==> src/rtl/shared_alu_arb.sv <==
// Four-requester round-robin arbiter in front of one shared ALU.
// The ALU does add, compare, and a WIDTH-cycle shift-add multiply.
module shared_alu_arb #(
  parameter int WIDTH = 8
) (
  input  logic                 clk,
  input  logic                 rst_n,
  input  logic [3:0]           req,
  input  logic [7:0]           op,
  input  logic [4*WIDTH-1:0]   X,
  input  logic [4*WIDTH-1:0]   Y,
  output logic [3:0]           ack,
  output logic [2*WIDTH-1:0]   result,
  output logic [2:0]           flags,
  output logic                 valid,
  output logic                 err,
  output logic                 busy,
  output logic [1:0]           grant_id
);

  localparam int CW = $clog2(WIDTH);

  typedef enum logic [1:0] {IDLE, EXEC, DONE} state_t;

  state_t               state;
  logic [1:0]           last_grant;
  logic [1:0]           op_l;
  logic [2*WIDTH-1:0]   a_reg;
  logic [WIDTH-1:0]     b_reg;
  logic [2*WIDTH-1:0]   acc;
  logic [CW-1:0]        cnt;
  logic [2*WIDTH-1:0]   mul_next;
  logic [1:0]           pick;
  logic                 found;

  // Round-robin search starting just after the previous winner.
  always_comb begin
    logic [1:0] idx;
    pick  = 2'd0;
    found = 1'b0;
    idx   = 2'd0;
    for (int k = 1; k <= 4; k++) begin
      idx = last_grant + 2'(k);
      if (!found && req[idx]) begin
        pick  = idx;
        found = 1'b1;
      end
    end
  end

  assign mul_next = acc + (b_reg[0] ? a_reg : '0);
  assign busy     = (state != IDLE);

  always_ff @(posedge clk or negedge rst_n) begin
    if (!rst_n) begin
      state      <= IDLE;
      last_grant <= 2'd3;
      grant_id   <= 2'd0;
      op_l       <= 2'd0;
      a_reg      <= '0;
      b_reg      <= '0;
      acc        <= '0;
      cnt        <= '0;
      result     <= '0;
      flags      <= 3'b000;
      valid      <= 1'b0;
      ack        <= 4'b0000;
      err        <= 1'b0;
    end else begin
      valid <= 1'b0;
      ack   <= 4'b0000;
      err   <= 1'b0;
      case (state)
        IDLE: begin
          if (found) begin
            grant_id <= pick;
            op_l     <= op[2*pick +: 2];
            a_reg    <= {{WIDTH{1'b0}}, X[pick*WIDTH +: WIDTH]};
            b_reg    <= Y[pick*WIDTH +: WIDTH];
            acc      <= '0;
            cnt      <= CW'(WIDTH - 1);
            state    <= EXEC;
          end
        end
        EXEC: begin
          case (op_l)
            2'b00: result <= {{(WIDTH-1){1'b0}},
                              ({1'b0, a_reg[WIDTH-1:0]} + {1'b0, b_reg})};
            2'b10: begin
              result <= '0;
              flags  <= {a_reg[WIDTH-1:0] > b_reg,
                         a_reg[WIDTH-1:0] < b_reg,
                         a_reg[WIDTH-1:0] == b_reg};
            end
            2'b11: begin
              result <= '0;
              flags  <= 3'b000;
            end
            default: begin
              acc   <= mul_next;
              a_reg <= a_reg << 1;
              b_reg <= b_reg >> 1;
              if (cnt == '0) result <= mul_next;
              else           cnt    <= cnt - 1'b1;
            end
          endcase
          // Multiply finishes on the counter's terminal count; all others after one cycle.
          if (op_l != 2'b01 || cnt == '0) begin
            state <= DONE;
            valid <= 1'b1;
            ack   <= 4'b0001 << grant_id;
            err   <= (op_l == 2'b11);
          end
        end
        DONE: begin
          last_grant <= grant_id;
          state      <= IDLE;
        end
        default: state <= IDLE;
      endcase
    end
  end

endmodule
==> config.mk <==
export PLATFORM = sky130hd
export DESIGN_NAME = shared_alu_arb
export DESIGN_NICKNAME = d
export VERILOG_FILES = /design/src/rtl/shared_alu_arb.sv
export SDC_FILE = /design/constraint.sdc
export NUM_CORES = 1
export LEC_CHECK = 0
export CAP_MARGIN = 20
export CORE_UTILIZATION = 48
export CTS_CLUSTER_SIZE = 30
export DETAILED_ROUTE_END_ITERATION = 16
export PLACE_DENSITY = 0.76
export SLEW_MARGIN = 20
export SYNTH_ARGS = -nofsm -noshare
export SYNTH_HDL_FRONTEND = slang
export SYNTH_SLANG_ARGS = --single-unit
==> constraint.sdc <==
create_clock -name clk -period 3.4 [get_ports clk]
set_input_delay 0.68 -clock clk [delete_from_list [all_inputs] [get_ports clk]]
set_output_delay 0.68 -clock clk [all_outputs]
set_load 0.005 [all_outputs]
* Word level (Yosys, flattened, before mapping)
Cells that the tools add are included.
Cells by class: add/subtract/negate cells 6, multiply operators 0, divide/modulo/power cells 0, order comparisons 6, eq/ne operators 10, shift-type cells 4, mux-type cells 42, bitwise gates (word level) 0, reductions and logical operators 22
Operators by type and width (number):
- 16-bit 2-to-1 mux | 6
- 16-bit case mux with 2 select lines | 3
- 32-bit by 6-bit variable part select with 8-bit output | 2
- 16-bit adder | 1
- 8-bit 2-to-1 mux | 2
- 8-bit case mux with 2 select lines | 1
- 2-bit by 3-bit < comparator with 1-bit output, second input constant | 4
- 1-bit 2-to-1 mux | 12
- 2-bit 2-to-1 mux | 6
- 3-bit case mux with 2 select lines | 2
- 8-bit by 8-bit adder with 9-bit output | 1
- 3-bit 2-to-1 mux | 3
- 1-bit binary-select mux with 2-bit select | 4
- 8-bit == test | 1
- 8-bit > comparator | 1
- 8-bit < comparator | 1
- 4-bit 2-to-1 mux | 2
- 2-bit != test, second input constant | 4
- 2-bit AND reduction | 4
- 8-bit by 4-bit variable part select with 2-bit output | 1
- 2-bit == test, second input constant | 3
- 2-bit nonzero test | 3
- 2-bit adder, second input constant | 2
- 2-bit zero test | 2
- other kinds (15) | 19
Storage, ports and cells: register bits after elaboration 76, bits in latches 0, memory bits (writable) 0, memory bits (read-only) 0, input bits 78, output and inout port bits 28, logic and storage cells 103, memories kept 0

* Logic depth before layout (Yosys ltp)
word-level depth 16, gate-level depth with buffers 10

* Least setup slack after synthesis
Ideal clock, no wire load.
kind flip-flop to flip-flop, from reg b_reg[0], to reg acc[15], setup time 0.126 ns, arrival 2.339 ns, data required time 3.274 ns, path slack 0.935 ns, cell stages (with the launch flop) 10, path buffers 1, clock period less this slack 2.465 ns, cells stage by stage dfrtp_1 clkbuf_1 and2_1 ha_1 o21a_1 o221ai_1 or2_0 or3_1 mux2i_1 a221o_1
On the way: longest elaborated chain between the ends 4
RTL lines:
- from (decl) | line 29 | logic [WIDTH-1:0] b_reg;
- from (signal assigned) | line 79 | b_reg <= Y[pick*WIDTH +: WIDTH];
- from (signal assigned) | line 102 | b_reg <= b_reg >> 1;
- 16-bit 2-to-1 mux | line 51 | assign mul_next = acc + (b_reg[0] ? a_reg : '0);
- 16-bit adder | line 51
- 16-bit 2-to-1 mux | line 86 | case (op_l)
- 16-bit case mux with 2 select lines | line 73 | case (state)
- to (signal assigned) | line 100 | acc <= mul_next;
- to (decl) | line 30 | logic [2*WIDTH-1:0] acc;
Every way passes these cells. The select of a mux whose other input is x is not followed. A chain may end at the register's enable or synchronous reset.

* Worst setup path after layout
from in req[1], to reg b_reg[0]
On the way: longest elaborated chain between the ends 15, elaborated cells on any way between the ends 27, those cells by class eq/ne (1); shift (1); mux (18); reduce/logical (7)
RTL lines:
- from (decl) | line 8 | input logic [3:0] req,
- 1-bit binary-select mux with 2-bit select | line 44 | if (!found && req[idx]) begin
- 1-bit 2-to-1 mux (not written as such) | line 44
- 1-bit 2-to-1 mux | line 44
- 1-bit zero test | line 44
- 1-bit logical AND | line 44
- 1-bit 2-to-1 mux | line 44
- 1-bit zero test | line 44
- 1-bit logical AND | line 44
- 1-bit 2-to-1 mux | line 44
- 1-bit zero test | line 44
- 1-bit logical AND | line 44
- 2-bit 2-to-1 mux | line 44
- 32-bit by 6-bit variable part select with 8-bit output | line 79
- 8-bit 2-to-1 mux | line 75 | if (found) begin
- 8-bit case mux with 2 select lines | line 73
Several ways; a longest one is shown, not always the timed one. The select of a mux whose other input is x is not followed.

==> impl_metrics.toml <==
[sta]
final.setup.tns_ns = 0
worstMarginPinSlew_ns = 1.030
setup-violations-final = 0
fmax_ghz = 0.3657
max_slew_margin_pct = 31.09
period_minus_slack_ns = 2.735
fin_crit_sh_pct = 80.44
rsz0062_at_grt = "false"
skew_ns = 0.01480
slew_viol_final = 0
hold_viol_final = 0

[place]
dp_hpwl_um = 9695
io_buffers = 105
routabilityCongestion = 0.8832

[worst_setup_path]
path_cells = "clkdlybuf4s50_1 > o21ai_0 > o21ai_1 > a211o_1 > nor2_1 > a222oi_1 > a21oi_1"
cp_max_fo = 14
crit_slowest_cell = "nor2_1"
crit_family = "compound AO/OA/AOI/OAI gates"
cp.buffers_inverters = 1
cp.required_ns = 3.67
rr_worst_depth = 10
critPathArrivalTime_ns = 3.01
critical_path.max_stage_delay_ns = 0.78
reg2reg_slack_ns = 0.67
endpoint_kind = "flip-flop"
r2r-end = "acc[14]"
worstReg2RegStart = "a_reg[0]"
critPathLaunchType = "primary input"
crit_type = "primary input to flip-flop"

[die]
num_io_pins = 106
start_util_pct = 49.39
die_y_um = 105.1
dieWidth_um = 105.1
die_area_um2 = 11040
rows = 37
core-area_um2 = 10320

[logic_synthesis]
synth_area_per_cell_um2 = 9.321
synthArstFlopShare_pct = 100.0
yosys_warnings = 0
synth-edff-count = 0
syn-cell-area_um2 = 5099
syn-num-nets = 660
synth_seq_area_share_pct = 37.35
synthCells = 547
yosys.area.top_type_share_pct = 36.32
synthTopCellsByArea = "dfrtp_1 36%, ha_1 8.1%, mux2_2 6.2%"
synth.distinct_cells = 60
synthFlopType = "dfrtp_1"
yosysMostFrequentCell = "dfrtp_1"
yosysTopAreaCell = "dfrtp_1"
synth_seq_cells = 76
synthTopCellsByCount = "74 x dfrtp_1, 60 x nand2_1, 34 x a21oi_1"

[route]
vias = 4639
ant_nets = 0
drt-total-wl_um = 13190
wl_per_cell_um = 16.72
vias_per_cell = 5.880
dr.first_iter.drc_count = 273
first_pass_iters = 7
drc = 0

[power]
ir_drop_mv = 0.4801
p_leak_nw = 2.872
design_power_total_mw = 5.124
power_density_nw_per_um2 = 794.8

[layout]
drive_gt1_share_pct = 10.57
area_growth_pct = 26.45
diodes = 0
nNetsFinal = 761

[clocking]
clock_sinks = 76
postCtsSetupRepairBufs = 0
path_clk_slew_ns = 0.08
insertion_delay_ns = 0.36
holdBufCountCts = 0
cts_tree = "built"
clock-root-buffer = "clkbuf_8"
cts_buffers = 9
htree_levels = 3
max-clock-path-buffers = 2
ctsResizeCount = 0

[global_route]
grt_pass1_wl_um = 21760
grt_pass1_vias = 4532
grt_max_degree = 77
overflow = 0
grt_util_all_layers_pct = 24.98
grt_antenna_before_repair = 0

[outcome]
outcome = "finished clean"

[run]
max_cap_violations = 0

[worst_hold_path]
holdCritPathClass = "primary input to async pin"
## cell type report
type / instances / area (um2)
fillers: 858 / 3876
multi-input cells: 421 / 2965
flip-flops and latches: 76 / 1904
repair buffers: 117 / 1151
well taps: 136 / 170.2
clock buffers: 12 / 145.1
inverters: 23 / 86.33
clock inverters: 4 / 25.02
## through the flow
stage / hold WS, ns / utilization (%) / setup slack, ns / cells / area (um2)
after floorplan: 0.3844 / - / 0.9353 / 547 / 5099
after global placement: 0.4613 / 60.80 / 0.4606 / 773 / 6277
after detailed placement: 0.4674 / 60.80 / 0.3381 / 773 / 6277
after CTS: 0.4824 / 62.45 / 0.7143 / 789 / 6447
after global routing: 0.5069 / 62.45 / 0.4318 / 789 / 6447
final: 0.4763 / 62.45 / 0.6652 / 789 / 6447
## power by group
part	internal [mW]	leakage [nW]	total [mW]	switching [mW]
sequential	1.19	0.972	1.50	0.305
combinational	1.37	1.82	3.01	1.64
clock	0.283	0.0824	0.617	0.334
total	2.84	2.87	5.12	2.28
## metal layers
| layer | track usage [%] | vias up | wire length [um] | part of all wire, % |
|---|---|---|---|---|
| li1 | - | 2210 | - | - |
| met1 | 32.96 | 2230 | 5793 | 44 |
| met2 | 40.21 | 166 | 6213 | 47 |
| met3 | 4.616 | 33 | 824 | 6.2 |
| met4 | 10.66 | 0 | 360 | 2.7 |
| met5 | 0 | - | 0 | 0 |
## worst max-delay path by stage
stage               startpoint  endpoint  slack [ns]  cells after the start
finish                  req[1]  b_reg[0]        0.67                      7
global route            req[1]  b_reg[1]        0.43                      7
CTS                   a_reg[0]   acc[14]        0.71                     10
detailed placement      req[1]  b_reg[0]        0.34                      7
global placement        req[1]  a_reg[4]        0.46                      7
floorplan             b_reg[0]   acc[15]        0.94                      9
## cells in the final DEF, fill, tap and decap left out, drive strengths merged, types with 3 or more instances in the layout
| cell type | instances |
|---|---|
| a22oi | 6 |
| and2 | 14 |
| o21a | 5 |
| dfrtp | 74 |
| a211oi | 5 |
| o21bai | 6 |
| a21oi | 35 |
| or4 | 4 |
| xnor2 | 8 |
| clkbuf | 12 |
| nor2 | 34 |
| a21o | 4 |
| buf | 13 |
| a222oi | 14 |
| o21ai | 32 |
| nand3 | 24 |
| nand2b | 8 |
| nand4 | 6 |
| xor2 | 8 |
| nand2 | 60 |
| mux2i | 7 |
| nor2b | 9 |
| o31ai | 12 |
| ha | 33 |
| clkdlybuf4s50 | 104 |
| and3 | 3 |
| a22o | 3 |
| mux2 | 35 |
| inv | 23 |
| or3 | 4 |
| a221o | 4 |
| nor3 | 9 |
## cells by family (layout without fill, tap and decap cells)
group,after synthesis,in the layout,synth area share [%]
AOI/OAI and AO/OA,145,145,19.46
xor gates and xnor gates,16,16,2.749
adders and majority gates,35,35,8.884
buffers and inverters,50,156,4.564
DFF,76,76,37.35
muxes,42,42,9.620
and+or+nand+nor,183,183,17.37
No activity file was read; power rests on OpenSTA's default activity.
